File: src/rtl/ldd_seq_ctrl.sv
// Multi-channel LDD power sequencer: ordered OSCEA->DISEA->OUTEA ramp-up, reverse ramp-down,
// synchronised fault shutdown latched until cleared. Optional watchdog enabled by LDD_WDOG_EN.
module ldd_seq_ctrl #(
  parameter int CH_NUM   = 2,
  parameter int TMR_W    = 16,
  parameter int T_OSC    = 1250,
  parameter int T_DIS    = 1250,
  parameter int T_OUT    = 125,
  parameter int WDOG_W   = 24,
  parameter int WDOG_LIM = 12500000
) (
  input  logic                  clk125,
  input  logic                  rst,
  input  logic [CH_NUM-1:0]     cmd_en,
  input  logic [CH_NUM-1:0]     cmd_clr,
  input  logic [CH_NUM-1:0]     rdis_req,
  input  logic [CH_NUM-1:0]     ldd_fault,
  input  logic                  wdog_kick,
  output logic [CH_NUM-1:0]     ldd_oscea,
  output logic [CH_NUM-1:0]     ldd_disea,
  output logic [CH_NUM-1:0]     ldd_outea,
  output logic [CH_NUM-1:0]     ldd_rdisn,
  output logic [3*CH_NUM-1:0]   sts_state,
  output logic [CH_NUM-1:0]     sts_on,
  output logic [CH_NUM-1:0]     sts_fault,
  output logic                  sts_wdog
);

  localparam logic [2:0] S_OFF     = 3'd0;
  localparam logic [2:0] S_PRE_OSC = 3'd1;
  localparam logic [2:0] S_PRE_DIS = 3'd2;
  localparam logic [2:0] S_ON      = 3'd3;
  localparam logic [2:0] S_RAMP_DN = 3'd4;
  localparam logic [2:0] S_FAULT   = 3'd5;

  localparam logic [TMR_W-1:0] T_OSC_LAST = TMR_W'(T_OSC - 1);
  localparam logic [TMR_W-1:0] T_DIS_LAST = TMR_W'(T_DIS - 1);
  localparam logic [TMR_W-1:0] T_OUT_LAST = TMR_W'(T_OUT - 1);

  logic [CH_NUM-1:0] fault_meta_q;
  logic [CH_NUM-1:0] fault_sync_q;
  logic [CH_NUM-1:0] ch_active;
  logic              wdog_trip;

  always_ff @(posedge clk125 or negedge rst) begin
    if (!rst) begin
      fault_meta_q <= '0;
      fault_sync_q <= '0;
    end else begin
      fault_meta_q <= ldd_fault;
      fault_sync_q <= fault_meta_q;
    end
  end

`ifdef LDD_WDOG_EN
  logic [WDOG_W-1:0] wdog_cnt_q, wdog_cnt_d;
  logic              sts_wdog_q, sts_wdog_d;

  assign wdog_trip = (wdog_cnt_q == WDOG_W'(WDOG_LIM));

  // Counter is held at zero while no channel is sequencing, so a fresh power-up starts a full period.
  always_comb begin
    wdog_cnt_d = wdog_cnt_q;
    if (wdog_kick || !(|ch_active))
      wdog_cnt_d = '0;
    else if (!wdog_trip)
      wdog_cnt_d = wdog_cnt_q + 1'b1;
    sts_wdog_d = sts_wdog_q;
    if (wdog_trip)
      sts_wdog_d = 1'b1;
    else if (|cmd_clr)
      sts_wdog_d = 1'b0;
  end

  always_ff @(posedge clk125 or negedge rst) begin
    if (!rst) begin
      wdog_cnt_q <= '0;
      sts_wdog_q <= 1'b0;
    end else begin
      wdog_cnt_q <= wdog_cnt_d;
      sts_wdog_q <= sts_wdog_d;
    end
  end

  assign sts_wdog = sts_wdog_q;
`else
  logic wdog_unused;
  assign wdog_unused = wdog_kick | (|ch_active);
  assign wdog_trip   = 1'b0;
  assign sts_wdog    = 1'b0;
`endif

  for (genvar gi = 0; gi < CH_NUM; gi++) begin : g_ch
    logic [2:0]       state_q, state_d;
    logic [TMR_W-1:0] timer_q, timer_d;
    logic             oscea_q, oscea_d;
    logic             disea_q, disea_d;
    logic             outea_q, outea_d;
    logic             rdisn_q, rdisn_d;
    logic             go_fault;

    // A watchdog trip catches every channel that is not idle.
    assign go_fault = fault_sync_q[gi] | (wdog_trip & (state_q != S_OFF));

    always_comb begin
      state_d = state_q;
      case (state_q)
        S_OFF: begin
          if (go_fault)          state_d = S_FAULT;
          else if (cmd_en[gi])   state_d = S_PRE_OSC;
        end
        S_PRE_OSC: begin
          if (go_fault)                  state_d = S_FAULT;
          else if (!cmd_en[gi])          state_d = S_OFF;
          else if (timer_q == T_OSC_LAST) state_d = S_PRE_DIS;
        end
        S_PRE_DIS: begin
          if (go_fault)                  state_d = S_FAULT;
          else if (!cmd_en[gi])          state_d = S_OFF;
          else if (timer_q == T_DIS_LAST) state_d = S_ON;
        end
        S_ON: begin
          if (go_fault)          state_d = S_FAULT;
          else if (!cmd_en[gi])  state_d = S_RAMP_DN;
        end
        S_RAMP_DN: begin
          if (go_fault)                  state_d = S_FAULT;
          else if (timer_q == T_OUT_LAST) state_d = S_OFF;
        end
        S_FAULT: begin
          if (cmd_clr[gi] && !cmd_en[gi] && !fault_sync_q[gi]) state_d = S_OFF;
        end
        default: state_d = S_OFF;
      endcase
    end

    // Outputs are decoded from the next state so they change on the same edge the state does.
    always_comb begin
      oscea_d = (state_d == S_PRE_OSC) || (state_d == S_PRE_DIS) ||
                (state_d == S_ON) || (state_d == S_RAMP_DN);
      disea_d = (state_d == S_PRE_DIS) || (state_d == S_ON) || (state_d == S_RAMP_DN);
      outea_d = (state_d == S_ON);
      rdisn_d = (state_d == S_FAULT) ? 1'b0 : ~rdis_req[gi];
      if ((state_d != state_q) || (state_d == S_OFF) || (state_d == S_ON) || (state_d == S_FAULT))
        timer_d = '0;
      else
        timer_d = timer_q + 1'b1;
    end

    always_ff @(posedge clk125 or negedge rst) begin
      if (!rst) begin
        state_q <= S_OFF;
        timer_q <= '0;
        oscea_q <= 1'b0;
        disea_q <= 1'b0;
        outea_q <= 1'b0;
        rdisn_q <= 1'b0;
      end else begin
        state_q <= state_d;
        timer_q <= timer_d;
        oscea_q <= oscea_d;
        disea_q <= disea_d;
        outea_q <= outea_d;
        rdisn_q <= rdisn_d;
      end
    end

    assign ldd_oscea[gi]         = oscea_q;
    assign ldd_disea[gi]         = disea_q;
    assign ldd_outea[gi]         = outea_q;
    assign ldd_rdisn[gi]         = rdisn_q;
    assign sts_state[3*gi +: 3]  = state_q;
    assign sts_on[gi]            = (state_q == S_ON);
    assign sts_fault[gi]         = (state_q == S_FAULT);
    assign ch_active[gi]         = (state_q != S_OFF) && (state_q != S_FAULT);
  end

endmodule

File: config.mk
export PLATFORM = sky130hd
export DESIGN_NAME = ldd_seq_ctrl
export DESIGN_NICKNAME = d
export VERILOG_FILES = /design/src/rtl/ldd_seq_ctrl.sv
export SDC_FILE = /design/constraint.sdc
export NUM_CORES = 1
export LEC_CHECK = 0
export ABC_AREA = 1
export CAP_MARGIN = 20
export CORE_ASPECT_RATIO = 0.5
export CORE_MARGIN = 5
export CORE_UTILIZATION = 31
export CTS_CLUSTER_DIAMETER = 100
export DETAILED_ROUTE_END_ITERATION = 7
export GPL_TIMING_DRIVEN = 0
export SLEW_MARGIN = 10
export SYNTH_ARGS = -nofsm -noshare
export SYNTH_HDL_FRONTEND = slang
export SYNTH_SLANG_ARGS = --single-unit
export TNS_END_PERCENT = 1
File: constraint.sdc
create_clock -name clk125 -period 1.9 [get_ports clk125]
set_input_delay 0.285 -clock clk125 [delete_from_list [all_inputs] [get_ports clk125]]
set_output_delay 0.285 -clock clk125 [all_outputs]
set_load 0.005 [all_outputs]
==> impl_results.md, run 1 <==
- Port Buffers: 27
- Critical-path maximum fanout: 8
- Total power: 4.17 mW
- Layout Utilization: 40.3%
- Slew Viols, Final: 0
- Top-count cell post-synth: nand2_1
- Clk_skew: 0.0112 ns
- CP arrival: 2.18 ns
- End of the worst register-to-register path: g_ch[1].timer_q[14]
- CP startpoint: g_ch[1].timer_q[1]
- First-pass GRT wire length: 10200 um
- Area delta synth->final: 23.9%
- Area contributors post-synth: dfrtp_1, nor2_4, nand2_1, inv_1, nor2_1
- Peak VDD IR: 423 uV
- Final Hold Vio Count: 0
- Crit Path Class: reg -> reg
- Top cell type's share of synthesized area: 39.9%
- Ys async rst share: 100%
- Maxcap violations: 0
- Clk buf depth: 2
- N_diodes: 0
- R2R Path Start: g_ch[1].timer_q[1]
- Synth area leader: dfrtp_1
- First DRT Iteration DRCs: 92
- Via Count: 2349
- Mux share of post-synthesis cell area: 0%
- Routed WL per cell: 10.6 um
- Die height: 81.1 um
- All-layer global routing usage: 10.0%
- Pwr/cell area: 1070 nW/um^2
- Worst-margin pin slew: 0.718 ns
- Worst slack, placed: -0.211 ns
- Max_slew headroom: 52.1%
- Cell Area, Synth: 3130 um^2
- Top FF cell, synth: dfrtp_1
- TNS Setup: -0.368 ns
- Internal Power: 2.62 mW
- Setup ws final: -0.0440 ns
- CP endpoint: g_ch[1].timer_q[14]
- Vias per cell: 4.23
- Fill count: 987
- DP HPWL: 4400 um
- Reg power frac: 30.6%
- # nets final: 436
- Clock network power share: 21.3%
- Grt total ovfl: 0
- Crit path required time: 2.14 ns
- Antenna violations before repair: 0
- Complex-gate fraction of the synthesized area: 3.75%
- Yosys cell types: 33
- Clock Pin Slew Worst Setup and Hold Paths: 0.07 ns
- Mapped Cells: 377
- CP Capture Type: flop
- Sw Pwr: 1.55 mW
- Largest net degree at the start of global routing: 31
- H-tree level count: 2
- Layout cells sized above 1: 27.1%
- Initial Util: 32.5%
- Final ANT Viol Nets: 0
- XOR/XNOR Fraction of Synth Area: 5.31%
- GP Congestion: 0.864
- Worst R2R Path Depth: 15
- Number of global-route vias before repair: 2324
- Commonest cells in the netlist: nand2_1, dfrtp_1, inv_1
- Clk Latency, worst-skew pair: 0.30 ns
- Hold WC Path Type: in -> async
- Final Critical Period: 1.94 ns
- WL final: 5860 um
- Router iterations before antenna repair: 4
- R2r setup slk: -0.04 ns
- Num CTS Buffers: 5
- Die Area: 12300 um^2
- Avg Inst Size Synth: 8.31 um^2
- Leak: 1.74 nW
- Num ports: 30
- CTS tree: done
- Failing checks: setup timing
- Switching part of the total power: 37.2%
- Seq cells post-synth: 50
- RSZ-0062 raised after global routing: yes
- Max Fclk: 514 MHz
- DRC: 0
- Number of synthesized flops with an enable pin: 0
- Outcome: complete, but fails checks
- Period utilisation layout: 102%
- Main combinational cell family by area after synthesis: simple AND/OR/NAND/NOR gates
- Comb power frac: 48.1%
- Post-Synth Adder-Cell Area: 2.40%
- Sequential area share after synthesis: 39.9%
- Yosys warns: 0
- Site row count: 25
- Clk root buf: clkbuf_16
- Placeable Area: 9630 um^2
- Net Count, Synth: 394
- Post-synthesis simple-gate area fraction: 36.9%
- CTS Sinks: 50
- WHS: 0.0398 ns
- Setup-failing EPs final: 10
- Crit start category: flop
- Die W: 152 um
[how the worst min path moves through the flow]
stage,startpoint,endpoint,slack [ns],cells after the start
5_1_grt,rst,g_ch[1].timer_q[0],0.12,1
6_report,rst,g_ch[1].timer_q[0],0.04,1
2_1_floorplan,rst,fault_meta_q[0],-0.01,0
3_5_place_dp,fault_meta_q[1],fault_sync_q[1],0.34,0
3_3_place_gp,fault_meta_q[1],fault_sync_q[1],0.33,0
4_1_cts,rst,g_ch[1].timer_q[0],0.08,1
[sequential cells by signal, indices dropped and copies added (netlist names)]
signal	flops
g_ch.state_q	6
g_ch.rdisn_q	2
g_ch.disea_q	2
g_ch.outea_q	2
g_ch.timer_q	32
fault_sync_q	2
g_ch.oscea_q	2
fault_meta_q	2
[area by class of cell]
| type | instances | area, um^2 | area share, % |
|---|---|---|---|
| timing repair buffer | 35 | 368 | 9.47 |
| clock buffer | 6 | 129 | 3.32 |
| buffer | 14 | 130 | 3.35 |
| inverter | 63 | 239 | 6.16 |
| clock inverter | 2 | 13.8 | 0.354 |
| multi-input combinational | 250 | 1580 | 40.7 |
| tap | 135 | 169 | 4.35 |
| sequential | 50 | 1250 | 32.3 |
[routing by layer]
metal  up-vias  track usage, %  wire length (um)
met5         -               0                 0
met1      1074            12.5              2890
met3         8            2.98               167
met4         0            3.86               106
li1       1247               -                 -
met2        20            16.7              2700
[what timing repair did]
item / in CTS / in global routing
setup endpoints to repair: 3 / 30
setup buffers: 0 / 6
pin swaps: 0 / 10
hold buffers: 0 / 0
resized for setup: 3 / 24
cloned: 0 / 1
[cell usage in the layout, fill, tap and decap left out, drive strengths merged, types with 2 or more instances in the layout]
| cell | instances |
|---|---|
| xnor2 | 4 |
| clkinv | 3 |
| xor2 | 15 |
| nand4 | 7 |
| nor2 | 71 |
| nand3 | 35 |
| nor4 | 3 |
| clkdlybuf4s50 | 24 |
| inv | 62 |
| ha | 6 |
| clkbuf | 8 |
| o21ai | 9 |
| nand2 | 75 |
| nor3 | 11 |
| buf | 21 |
| a21oi | 8 |
| dlymetal6s2s | 2 |
| dfrtp | 50 |
[critical path, cell delays in order (launching register included)]
cell and delay, ns:
dfrtp_1 0.39, inv_2 0.07, buf_4 0.13, ha_1 0.16
nand2_1 0.10, nor2_4 0.06, nand2_1 0.06, nand3_1 0.06
nand2_1 0.12, nand3_4 0.11, nand2_1 0.08, nand2_1 0.09
nor2_4 0.11, nand2_4 0.10, clkbuf_16 0.19, nor2_4 0.07
[power groups by stage]
stage | registers (mW) | clock network [mW] | logic [mW]
after floorplan | 1.28 | 0 | 1.28
after global placement | 1.29 | 0 | 1.77
after detailed placement | 1.29 | 0 | 1.78
after CTS | 1.27 | 0.916 | 1.79
after global routing | 1.29 | 0.966 | 2.22
final | 1.28 | 0.886 | 2.01
[cells by family after synthesis]
logic type	Yosys count
AO/OA/AOI/OAI	20
other	1
XOR/XNOR	19
AND/OR/NAND/NOR	204
flip-flops	50
buffers and inverters	77
adder cells (fa/ha/maj)	6
[per-stage QoR]
stage / cells / cell area (um^2)
floorplan: 377 / 3130
global placement: 539 / 3570
detailed placement: 540 / 3590
CTS: 548 / 3740
global route: 555 / 3880
finish: 555 / 3880
No activity file was read; power rests on OpenSTA's default activity.
==> inputs of run 2 (changes only) <==
Settings changed: SLEW_MARGIN 10 to 30.
==> impl_results.md, run 2 (synthesized netlist as in run 1, its figures left out) <==
- Critical-path maximum fanout: 10
- Setup ws final: 0.0412 ns
- RSZ-0062 raised after global routing: yes
- WL final: 5790 um
- CP Capture Type: flop
- Layout cells sized above 1: 25.7%
- R2R Path Start: g_ch[1].timer_q[1]
- Hold WC Path Type: reg -> reg
- Clk buf depth: 2
- Outcome: finished clean
- Busiest grt layer: met2
- Clk Latency, worst-skew pair: 0.29 ns
- Routed WL per cell: 10.5 um
- Slew Viols, Final: 0
- Via Count: 2385
- Die height: 81.1 um
- Fill count: 975
- CP max-delay cell: dfrtp_1
- H-tree level count: 2
- Largest net degree at the start of global routing: 42
- Placeable Area: 9630 um^2
- Met3 global-route usage: 2.55%
- GP Congestion: 0.864
- # nets final: 434
- Clock Pin Slew Worst Setup and Hold Paths: 0.06 ns
- Final Hold Vio Count: 0
- Port Buffers: 27
- Die W: 152 um
- CP arrival: 2.08 ns
- DP HPWL: 4330 um
- CTS Sinks: 50
- Crit start category: flop
- Cell Chain, Critical Path: inv_2 > ha_1 > inv_1 > nor2_1 > nand2_1 > nor2_2 > nand2_1 > nand2_1 > nand2_1 > nand2_2 > nand2_4 > o21ai_1 > nand2_1 > inv_2 > nand2_4 > buf_12 > nor2_4
- Critical path depth: 17
- Final ANT Viol Nets: 0
- Crit Path Class: reg -> reg
- Initial Util: 32.5%
- Maxcap violations: 0
- Clk root buf: clkbuf_16
- Largest register FFs: 32
- End of the worst register-to-register path: g_ch[1].timer_q[5]
- Max Fclk: 538 MHz
- Number of global-route vias before repair: 2294
- Post-place instance area: 3590 um^2
- Grt met2 use: 16.1%
- First DRT Iteration DRCs: 119
- Layout Utilization: 40.0%
- Site row count: 25
- CP startpoint: g_ch[1].timer_q[1]
- Pwr/cell area: 1080 nW/um^2
- Num ports: 30
- Final Critical Period: 1.86 ns
- Fin area: 3860 um^2
- All-layer global routing usage: 9.78%
- Period utilisation layout: 97.8%
- Vias per cell: 4.32
- Most flops, register: g_ch.timer_q
- Worst R2R Path Depth: 17
- DRC: 0
- Router iterations before antenna repair: 4
- Largest regs: g_ch.timer_q: 32 flops, g_ch.state_q: 6 flops
- Worst slack, placed: -0.231 ns
- CP endpoint: g_ch[1].timer_q[5]
- Most frequent CP cell: nand2_1
- Leading cell type in the layout, fill and taps excluded: nand2_1
- Die Area: 12300 um^2
- Crit path max-delay family: simple AND/OR/NAND/NOR gates
- Setup-failing EPs final: 0
- Commonest cells after routing, fill and taps aside: nand2_1, dfrtp_1, inv_1
- Crit path required time: 2.12 ns
- First-pass GRT wire length: 10100 um
- Grt met1 use: 12.7%
- CTS tree: done
- R2r setup slk: 0.04 ns
- Clk_skew: 0.00555 ns
- Num CTS Buffers: 5
- CP peak stage delay: 0.41 ns
- Grt total ovfl: 0
- CP Buf/Inv Count: 4
- Antenna violations before repair: 0
- Peak VDD IR: 510 uV
- TNS Setup: 0 ns
- Leak: 1.71 nW
- N_diodes: 0
- Area delta synth->final: 23.1%
[run 2: worst min path at each step]
stage | slack [ns] | cells past startpoint | to | start
after global placement | 0.33 | 0 | fault_sync_q[1] | fault_meta_q[1]
after floorplan | -0.01 | 0 | fault_meta_q[0] | rst
final | 0.35 | 0 | fault_sync_q[1] | fault_meta_q[1]
after global routing | 0.36 | 0 | fault_sync_q[1] | fault_meta_q[1]
after CTS | 0.35 | 0 | fault_sync_q[1] | fault_meta_q[1]
after detailed placement | 0.13 | 1 | g_ch[1].timer_q[4] | rst
[run 2: through the flow]
stage | total power, mW | hold WS, ns | std cells
global route | 4.45 | 0.358 | 552
CTS | 4.12 | 0.350 | 549
finish | 4.15 | 0.350 | 552
detailed placement | 3.07 | 0.133 | 540
floorplan | 2.56 | -0.0106 | 377
global placement | 3.06 | 0.333 | 539
[run 2: report_power, final]
part	leakage (nW)	total, mW	internal, mW	switching (mW)
logic	0.962	1.84	0.803	1.04
clock network	0.0829	1.02	0.650	0.375
registers	0.664	1.28	1.19	0.0846
[run 2: what timing repair did]
item | 4_1_cts | 5_1_grt
gates resized for setup | 3 | 18
buffers inserted | 1 | 3
hold buffers | 1 | 0
setup endpoints to repair | 2 | 28
pin swaps | 0 | 4
endpoints found under the hold margin | 9 | 0
[run 2: layout make-up]
type / count / area (um^2) / share of cell area [%]
Timing Repair Buffer: 33 / 330 / 8.56
Clock buffer: 6 / 139 / 3.60
Sequential cell: 50 / 1250 / 32.5
Clock inverter: 1 / 30.0 / 0.778
Tap cell: 135 / 169 / 4.38
Buffer: 14 / 131 / 3.41
Inverter: 63 / 239 / 6.20
Multi-Input combinational cell: 250 / 1560 / 40.5
[run 2: routing by layer]
metal / vias up / routed length, um
li1: 1238 / -
met1: 1107 / 2900
met2: 35 / 2630
met3: 5 / 196
met4: 0 / 65
met5: - / 0
